===== config.mk =====
export PLATFORM = sky130hd
export DESIGN_NAME = acumulador_pago_flat
export DESIGN_NICKNAME = d
export VERILOG_FILES = /design/src/rtl/acumulador_pago_if.sv /design/src/rtl/acumulador_pago.sv /design/src/flat_wrapper.sv
export SDC_FILE = /design/constraint.sdc
export NUM_CORES = 1
export LEC_CHECK = 0
export ABC_AREA = 1
export CORE_UTILIZATION = 45
export CTS_CLUSTER_SIZE = 16
export DETAILED_ROUTE_END_ITERATION = 6
export GPL_TIMING_DRIVEN = 0
export PLACE_DENSITY = 0.75
export SLEW_MARGIN = 20
export SYNTH_ARGS = -nofsm -noshare
export SYNTH_HDL_FRONTEND = slang
export SYNTH_SLANG_ARGS = --single-unit

===== constraint.sdc =====
create_clock -name clk -period 2.6 [get_ports clk]
set_clock_uncertainty 0.1 [all_clocks]
set_input_delay 0.52 -clock clk [delete_from_list [all_inputs] [get_ports clk]]
set_output_delay 0.52 -clock clk [all_outputs]
set_load 0.01 [all_outputs]

===== src/rtl/acumulador_pago_if.sv =====
// Bus between the coffee machine front end and the payment accumulator.
// master drives selection/coin/cancel/served; slave returns amount, status and refunds.
interface acumulador_pago_if #(
    parameter int unsigned WIDTH = 4
);
    logic             start;
    logic [WIDTH-1:0] costo;
    logic             coin_valid;
    logic [1:0]       coin_sel;
    logic             cancelar;
    logic             served;
    logic [WIDTH-1:0] monto;
    logic             pago_ok;
    logic [WIDTH-1:0] cambio;
    logic [WIDTH-1:0] devolucion;
    logic             refund_valid;
    logic             coin_reject;

    modport master (
        output start, costo, coin_valid, coin_sel, cancelar, served,
        input  monto, pago_ok, cambio, devolucion, refund_valid, coin_reject
    );

    modport slave (
        input  start, costo, coin_valid, coin_sel, cancelar, served,
        output monto, pago_ok, cambio, devolucion, refund_valid, coin_reject
    );
endinterface


===== src/rtl/acumulador_pago.sv =====
// Coin accumulator ahead of the coffee machine FSM: collects coins, flags payment,
// computes change and returns the full amount on cancel. All outputs are registered.
module acumulador_pago #(
    parameter int unsigned WIDTH     = 4,
    parameter int unsigned MAX_MONTO = 15
) (
    input  logic              clk,
    input  logic              rst,
    acumulador_pago_if.slave  bus
);
    localparam logic [1:0] StIdle    = 2'd0;
    localparam logic [1:0] StCollect = 2'd1;
    localparam logic [1:0] StPaid    = 2'd2;
    localparam logic [1:0] StRefund  = 2'd3;

    logic [1:0]       state_q, state_d;
    logic [WIDTH-1:0] monto_q, monto_d;
    logic [WIDTH-1:0] costo_q, costo_d;
    logic [WIDTH-1:0] cambio_q, cambio_d;
    logic [WIDTH-1:0] devolucion_q, devolucion_d;
    logic             pago_ok_q, refund_valid_q;
    logic             coin_reject_q, coin_reject_d;
    logic [WIDTH:0]   coin_value;
    logic [WIDTH:0]   suma;
    logic             coin_fits;

    always_comb begin
        case (bus.coin_sel)
            2'b00:   coin_value = (WIDTH+1)'(1);
            2'b01:   coin_value = (WIDTH+1)'(2);
            2'b10:   coin_value = (WIDTH+1)'(5);
            default: coin_value = (WIDTH+1)'(10);
        endcase
    end

    // One extra bit so an overflowing sum is caught by the limit check, never wrapped.
    assign suma      = {1'b0, monto_q} + coin_value;
    assign coin_fits = (suma <= (WIDTH+1)'(MAX_MONTO));

    always_comb begin
        state_d       = state_q;
        monto_d       = monto_q;
        costo_d       = costo_q;
        coin_reject_d = bus.coin_valid;
        case (state_q)
            StIdle: begin
                if (bus.start) begin
                    costo_d = bus.costo;
                    monto_d = '0;
                    state_d = StCollect;
                end
            end
            StCollect: begin
                if (bus.cancelar) begin
                    state_d = StRefund;
                end else begin
                    if (bus.coin_valid && coin_fits) begin
                        monto_d       = suma[WIDTH-1:0];
                        coin_reject_d = 1'b0;
                    end
                    // Threshold uses the registered amount; a coin on this edge becomes change.
                    if (monto_q >= costo_q) begin
                        state_d = StPaid;
                    end
                end
            end
            StPaid: begin
                if (bus.served) begin
                    state_d = StIdle;
                    monto_d = '0;
                    costo_d = '0;
                end else if (bus.cancelar) begin
                    state_d = StRefund;
                end
            end
            StRefund: begin
                state_d = StIdle;
                monto_d = '0;
                costo_d = '0;
            end
        endcase
        cambio_d     = (state_d == StPaid)   ? (monto_d - costo_d) : '0;
        devolucion_d = (state_d == StRefund) ? monto_d : '0;
    end

    always_ff @(posedge clk or negedge rst) begin
        if (!rst) begin
            state_q        <= StIdle;
            monto_q        <= '0;
            costo_q        <= '0;
            cambio_q       <= '0;
            devolucion_q   <= '0;
            pago_ok_q      <= 1'b0;
            refund_valid_q <= 1'b0;
            coin_reject_q  <= 1'b0;
        end else begin
            state_q        <= state_d;
            monto_q        <= monto_d;
            costo_q        <= costo_d;
            cambio_q       <= cambio_d;
            devolucion_q   <= devolucion_d;
            pago_ok_q      <= (state_d == StPaid);
            refund_valid_q <= (state_d == StRefund);
            coin_reject_q  <= coin_reject_d;
        end
    end

    assign bus.monto        = monto_q;
    assign bus.pago_ok      = pago_ok_q;
    assign bus.cambio       = cambio_q;
    assign bus.devolucion   = devolucion_q;
    assign bus.refund_valid = refund_valid_q;
    assign bus.coin_reject  = coin_reject_q;
endmodule


===== src/flat_wrapper.sv =====
// flat-port wrapper written by rule: the top's interface ports become plain ports
module acumulador_pago_flat 
#(
    parameter int unsigned WIDTH     = 4,
    parameter int unsigned MAX_MONTO = 15
)
  (clk, rst, bus_start, bus_costo, bus_coin_valid, bus_coin_sel, bus_cancelar, bus_served, bus_monto, bus_pago_ok, bus_cambio, bus_devolucion, bus_refund_valid, bus_coin_reject);
  acumulador_pago_if #(.WIDTH(WIDTH)) bus_i ();
  input  logic clk;
  input  logic rst;
  input wire logic [$bits(bus_i.start)-1:0] bus_start;
  input wire logic [$bits(bus_i.costo)-1:0] bus_costo;
  input wire logic [$bits(bus_i.coin_valid)-1:0] bus_coin_valid;
  input wire logic [$bits(bus_i.coin_sel)-1:0] bus_coin_sel;
  input wire logic [$bits(bus_i.cancelar)-1:0] bus_cancelar;
  input wire logic [$bits(bus_i.served)-1:0] bus_served;
  output wire logic [$bits(bus_i.monto)-1:0] bus_monto;
  output wire logic [$bits(bus_i.pago_ok)-1:0] bus_pago_ok;
  output wire logic [$bits(bus_i.cambio)-1:0] bus_cambio;
  output wire logic [$bits(bus_i.devolucion)-1:0] bus_devolucion;
  output wire logic [$bits(bus_i.refund_valid)-1:0] bus_refund_valid;
  output wire logic [$bits(bus_i.coin_reject)-1:0] bus_coin_reject;
  assign bus_i.start = bus_start;
  assign bus_i.costo = bus_costo;
  assign bus_i.coin_valid = bus_coin_valid;
  assign bus_i.coin_sel = bus_coin_sel;
  assign bus_i.cancelar = bus_cancelar;
  assign bus_i.served = bus_served;
  assign bus_monto = bus_i.monto;
  assign bus_pago_ok = bus_i.pago_ok;
  assign bus_cambio = bus_i.cambio;
  assign bus_devolucion = bus_i.devolucion;
  assign bus_refund_valid = bus_i.refund_valid;
  assign bus_coin_reject = bus_i.coin_reject;
  acumulador_pago #(.WIDTH(WIDTH), .MAX_MONTO(MAX_MONTO)) u_core (.clk(clk), .rst(rst), .bus(bus_i));
endmodule

# == Yosys cells after proc, flatten, opt, wreduce, memory -nomap -nowiden ==
# Cells that the tools add are included.
# word_totals
inputBits,12
rom_bits,0
latch_bits,0
memories,0
output_inout_bits,15
mem_bits_rw,0
ff_bits,21
word_cells,42
# op_classes
reduce_logical,3
n_eq_ne,7
n_mux,20
mul,0
bitwise,0
order_cmp,2
div_mod_pow,0
add_sub_neg,2
shift,0
# op_table
op,n
4-bit two-way mux,8
4-bit one-hot mux with 3 select lines,2
4-bit one-hot mux with 4 select lines,1
2-bit == test (second input constant),5
2-bit two-way mux,5
2-bit one-hot mux with 4 select lines,1
4-bit by 4-bit adder with 5-bit output,1
5-bit by 4-bit <= comparator with 1-bit output (second input constant),1
2-bit by 1-bit == test with 1-bit output (second input constant),2
4-bit >= comparator,1
2-bit zero test,2
4-bit subtractor,1
1-bit two-way mux,3
1-bit logical AND,1

# == Logic depth before layout (Yosys ltp) ==
# depth
ltp_word,10
mapped_depth,20
ltp_nobuf,20

# == Worst setup path after synthesis ==
# OpenSTA, ideal clock, no wires.
# synth_timing
path_kind,input to register
start,input port bus_coin_sel[0]
end,register u_core.cambio_q[3] (netlist: u_core.bus.cambio[3])
path_slack_ns,-0.360
n_path_buf,0
setup_time_ns,0.114
arrival_ns,2.746
stages,17
required_ns,2.386
path_cell_list,inv_1 -> ha_1 -> fa_1 -> nand3_1 -> nand3_1 -> nand3_1 -> nand3_1 -> a22oi_1 -> inv_1 -> ha_1 -> nand2_1 -> o21ai_0 -> nand3_1 -> nand2_1 -> nand4_1 -> nand2_1 -> nor2_1
# synth_via
elab_chain_cells,10
word_cells_on_any_way,12
classes_between,add/sub (2); order compare (1); eq/ne (2); mux (5); reduce/logical (2)
# synth_rtl
item,line_no,rtl
from (decl),flat_wrapper.sv:14,input wire logic [$bits(bus_i.coin_sel)-1:0] bus_coin_sel;
2-bit == test (tied with other cells),acumulador_pago.sv:28,case (bus.coin_sel)
4-bit one-hot mux with 3 select lines (*),acumulador_pago.sv:28,
4-bit by 4-bit adder with 5-bit output (*),acumulador_pago.sv:37,"assign suma = {1'b0, monto_q} + coin_value;"
5-bit by 4-bit <= comparator with 1-bit output,acumulador_pago.sv:38,assign coin_fits = (suma <= (WIDTH+1)'(MAX_MONTO));
1-bit logical AND,acumulador_pago.sv:57,if (bus.coin_valid && coin_fits) begin
4-bit two-way mux (*),acumulador_pago.sv:57,
4-bit two-way mux (*),acumulador_pago.sv:54,if (bus.cancelar) begin
4-bit one-hot mux with 4 select lines (*),acumulador_pago.sv:45,case (state_q)
via u_core.monto_d[1],acumulador_pago.sv:17,"logic [WIDTH-1:0] monto_q, monto_d;"
4-bit subtractor (*),acumulador_pago.sv:82,cambio_d = (state_d == StPaid) ? (monto_d - costo_d) : '0;
4-bit two-way mux (*),acumulador_pago.sv:82,
via u_core.cambio_d[3],acumulador_pago.sv:19,"logic [WIDTH-1:0] cambio_q, cambio_d;"
to (signal assigned),acumulador_pago.sv:100,cambio_q <= cambio_d;
to (decl),acumulador_pago.sv:19,
# The timed path passes the listed nets; every way through them passes the cells marked *.

# == Final worst setup path ==
# layout_timing
start,register u_core.monto_q[0] (netlist: u_core.bus.monto[0])
end,register u_core.cambio_q[3] (netlist: u_core.bus.cambio[3])
# layout_via
elab_chain_cells,8
word_cells_on_any_way,15
classes_between,add/sub (2); order compare (2); eq/ne (1); mux (9); reduce/logical (1)
# layout_rtl
item,line_no,rtl
from (decl),acumulador_pago.sv:17,
from (signal assigned),acumulador_pago.sv:98,monto_q <= monto_d;
4-bit by 4-bit adder with 5-bit output (*),acumulador_pago.sv:37,
5-bit by 4-bit <= comparator with 1-bit output,acumulador_pago.sv:38,
1-bit logical AND,acumulador_pago.sv:57,
4-bit two-way mux (*),acumulador_pago.sv:57,
4-bit two-way mux (*),acumulador_pago.sv:54,
4-bit one-hot mux with 4 select lines (*),acumulador_pago.sv:45,
via u_core.monto_d[1],acumulador_pago.sv:17,
4-bit subtractor (*),acumulador_pago.sv:82,
4-bit two-way mux (*),acumulador_pago.sv:82,
via u_core.cambio_d[3],acumulador_pago.sv:19,
# Marks and branches as above.

==> flow_metrics.env <==
export IMPL_run_status="finished, violations left"
export IMPL_violations="setup timing"
export IMPL_fillers=198
export IMPL_hold_class="register to register"
export IMPL_crit_required_ns=2.75
export IMPL_drt_iter0_drc=18
export IMPL_timing_final_ws_setup_ns=-0.135
export IMPL_fmax_mhz=366
export IMPL_path_buf_inv=2
export IMPL_switching_share_pct=47.1
export IMPL_tns_ns=-0.135
export IMPL_detailed_place_hpwl_um=2010
export IMPL_start_util_pct=49.3
export IMPL_cpMaxStageDelayCell="dfrtp_1"
export IMPL_cts_root_buf="clkbuf_4"
export IMPL_grt_pass1_wl_um=4560
export IMPL_synth_top_area_share_pct=41.9
export IMPL_layout_min_cycle_time_ns=2.73
export IMPL_finalMaxSlewViolations=0
export IMPL_path_max_fanout=5
export IMPL_comb_power_share_pct=65.7
export IMPL_dieWidth_um=54.8
export IMPL_ant_nets=0
export IMPL_worstReg2RegStart="u_core.bus.monto[0]$_DFF_PN0_"
export IMPL_top_level_ports=27
export IMPL_startpoint_type="register"
export IMPL_firstDrtPassIters=4
export IMPL_netlist_top_cell_by_area="dfrtp_1"
export IMPL_cts_hold_buf=0
export IMPL_hold_end="u_core.costo_q[3]$_DFF_PN0_"
export IMPL_rsz0062_at_grt="true"
export IMPL_antenna_found_initial=0
export IMPL_multi_input_area_sq_um=733
export IMPL_vias=1137
export IMPL_final_cell_area_sq_mm=0.00180
export IMPL_end_kind="register"
export IMPL_rows=18
export IMPL_pwr_share_clk_pct=8.4
export IMPL_netlist_area_sq_mm=0.00125
export IMPL_via_per_inst=5.05
export IMPL_final_cells=225
export IMPL_area_delta_synth_final_pct=43.4
export IMPL_fin_util_pct=70.7
export IMPL_grt_max_degree=22
export IMPL_cts_sinks=21
export IMPL_crit_arrival_ns=2.89
export IMPL_numPortBuffers=26
export IMPL_cellPowerDensity_mw_per_mm2=1100
export IMPL_finish_net_count=221
export IMPL_core_area_sq_mm=0.00254
export IMPL_cellLeakagePower_nw=0.921
export IMPL_min_from="u_core.costo_q[3]$_DFF_PN0_"
export IMPL_dieArea_sq_mm=0.00300
export IMPL_syn_area_per_cell_sq_um=8.04
export IMPL_fin_crit_sh_pct=105
export IMPL_synth_distinct_cells=21
export IMPL_holdPathStages=2
export IMPL_slew_headroom_pct=39.0
export IMPL_cp_cell_sequence="ha_4, fa_2, nand3_4, nand3_4, nand3_2, nand3_2, a22oi_2, inv_2, ha_4, nand2_2, o21ai_2, inv_1, nand2_1, nand2_2, nand4_1, nand2_1, nor2_1"
export IMPL_maxCapViolCount=0
export IMPL_grt_overflow=0
export IMPL_die_h_um=54.8
export IMPL_clk_pin_slew_ns=0.13
export IMPL_syn_instance_count=156
export IMPL_register_area_sq_um=526
export IMPL_track_usage_pct=22.1
export IMPL_dp_cells=212
export IMPL_ys_seq_area_share_pct=41.9
export IMPL_setup_viol=1
export IMPL_vdd_drop_max_uv=808
export IMPL_p_sw_w=0.000932
export IMPL_grt_pass1_vias=1078
export IMPL_drc_errors=0
export IMPL_n_antenna_cell=0
export IMPL_drt_total_wl_um=2860
export IMPL_max_stage_delay_ns=0.43
export IMPL_cts_tree="done"
export IMPL_cts_buffers=3
export IMPL_finalHoldViolations=0
export IMPL_syn_nets=181
export IMPL_r2r_end="u_core.bus.cambio[3]$_DFF_PN0_"
export IMPL_placed_cell_area_sq_mm=0.00161
export IMPL_gp_congestion=0.832
export IMPL_yosys_warnings=0
export IMPL_clockBufferDepth=2
export IMPL_final_layout_size_suffix_gt1_share_pct=26.2
export IMPL_routedWlPerCell_um=12.7
export IMPL_ff2ff_setup_slack_ns=-0.13
export IMPL_clk_latency_ns=0.31
export IMPL_tightest_slew_ns=0.913
export IMPL_path_class="register to register"
export IMPL_timing_critical_path_max_delay_family="adder cells"
export IMPL_p_int_w=0.00105
export IMPL_r2r_cells=17
export IMPL_pwr_share_seq_pct=25.9
export IMPL_ys_top_cells_by_area="dfrtp_1, ha_1, inv_1"
export IMPL_htree_levels=1
export IMPL_holdWs_ns=0.451
export IMPL_synth_seq_cells=21
==> logic make-up after synthesis <==
kind of cell	after synthesis	synth area share, %
simple gates	63	21.9
buf+inv	39	11.7
flops	21	41.9
compound gates	18	8.97
fa+ha+maj	13	14.2
xor+xnor	2	1.40
==> Yosys cell counts <==
cell type	n
a21oi_1	7
a21oi_4	1
a22oi_1	1
a31oi_1	1
clkbuf_1	1
dfrtp_1	21
fa_1	2
ha_1	11
inv_1	35
inv_2	3
nand2_1	28
nand2_2	3
nand3_1	12
nand3_2	1
nand4_1	2
nor2_1	15
nor2_2	2
o21a_1	2
o21ai_0	5
o21bai_1	1
xor2_1	2
==> worst max-delay path by stage <==
stage / cells past startpoint / from / endpoint / slack (ns)
after floorplan: 17 / bus_coin_sel[0] / u_core.bus.cambio[3]$_DFF_PN0_ / -0.06
after global placement: 18 / bus_coin_sel[0] / u_core.bus.cambio[3]$_DFF_PN0_ / -1.01
after detailed placement: 20 / bus_coin_sel[0] / u_core.bus.cambio[3]$_DFF_PN0_ / -1.06
after CTS: 17 / u_core.bus.monto[0]$_DFF_PN0_ / u_core.bus.cambio[3]$_DFF_PN0_ / -0.05
after global routing: 17 / u_core.bus.monto[0]$_DFF_PN0_ / u_core.bus.cambio[3]$_DFF_PN0_ / -0.27
final: 17 / u_core.bus.monto[0]$_DFF_PN0_ / u_core.bus.cambio[3]$_DFF_PN0_ / -0.13
==> flip-flops by register name (all words and copies together) (netlist names) <==
name / cells
u_core.bus.cambio: 4
u_core.bus.devolucion: 4
u_core.bus.monto: 4
u_core.costo_q: 4
u_core.state_q: 2
u_core.bus.coin_reject: 1
u_core.bus.pago_ok: 1
u_core.bus.refund_valid: 1
==> area by class of cell <==
cell class,count,share of cell area [%]
Inverter,38,8.34
Tap cell,30,2.09
Sequential cell,21,29.2
Multi-Input combinational cell,96,40.8
Timing Repair Buffer,35,17.9
Buffer,1,0.209
Clock inverter,1,0.278
Clock buffer,3,1.25
==> metal layers <==
layer	routed length, um	up-vias	GRT usage [%]
met5	0	-	0
met4	106	0	10.7
met3	115	10	3.33
met2	1480	28	41.2
met1	1160	532	23.9
li1	-	567	-
==> worst reg2reg max path: stages, from the launching register on <==
cell and delay [ns]:
dfrtp_1 0.43, ha_4 0.18, fa_2 0.39, nand3_4 0.11, nand3_4 0.11, nand3_2 0.10, nand3_2 0.09, a22oi_2 0.22
inv_2 0.09, ha_4 0.26, nand2_2 0.04, o21ai_2 0.16, inv_1 0.06, nand2_1 0.07, nand2_2 0.06, nand4_1 0.06
nand2_1 0.05, nor2_1 0.10
==> per-stage QoR <==
stage	setup WS [ns]	total power, W
floorplan	-0.0608	0.00127
global placement	-1.01	0.00155
detailed placement	-1.06	0.00158
CTS	-0.0480	0.00187
global route	-0.270	0.00217
finish	-0.135	0.00198
==> layout by cell type (no fill, tap or decap), types with 3 or more instances in the layout <==
master and instances:
a21oi_1 5, buf_4 9, clkbuf_4 3, clkdlybuf4s50_1 24, dfrtp_1 21, ha_1 6
ha_4 5, inv_1 30, inv_2 7, nand2_1 24, nand2_2 7, nand3_1 8
nand3_2 3, nor2_1 13, nor2_2 3
==> power by group through the flow <==
| stage | registers (W) | logic, W | clock network [W] |
|---|---|---|---|
| after floorplan | 0.000533 | 0.000739 | 0 |
| after global placement | 0.000514 | 0.00104 | 0 |
| after detailed placement | 0.000518 | 0.00106 | 0 |
| after CTS | 0.000510 | 0.00119 | 0.000169 |
| after global routing | 0.000526 | 0.00147 | 0.000178 |
| final | 0.000512 | 0.00130 | 0.000167 |
==> what timing repair did <==
| item | CTS | global route |
|---|---|---|
| pin swaps | 13 | 15 |
| setup buffers | 7 | 3 |
| gates cloned | 0 | 0 |
| gates resized for setup | 18 | 12 |
| setup endpoints to repair | 3 | 3 |
No activity file was read; power rests on OpenSTA's default activity.
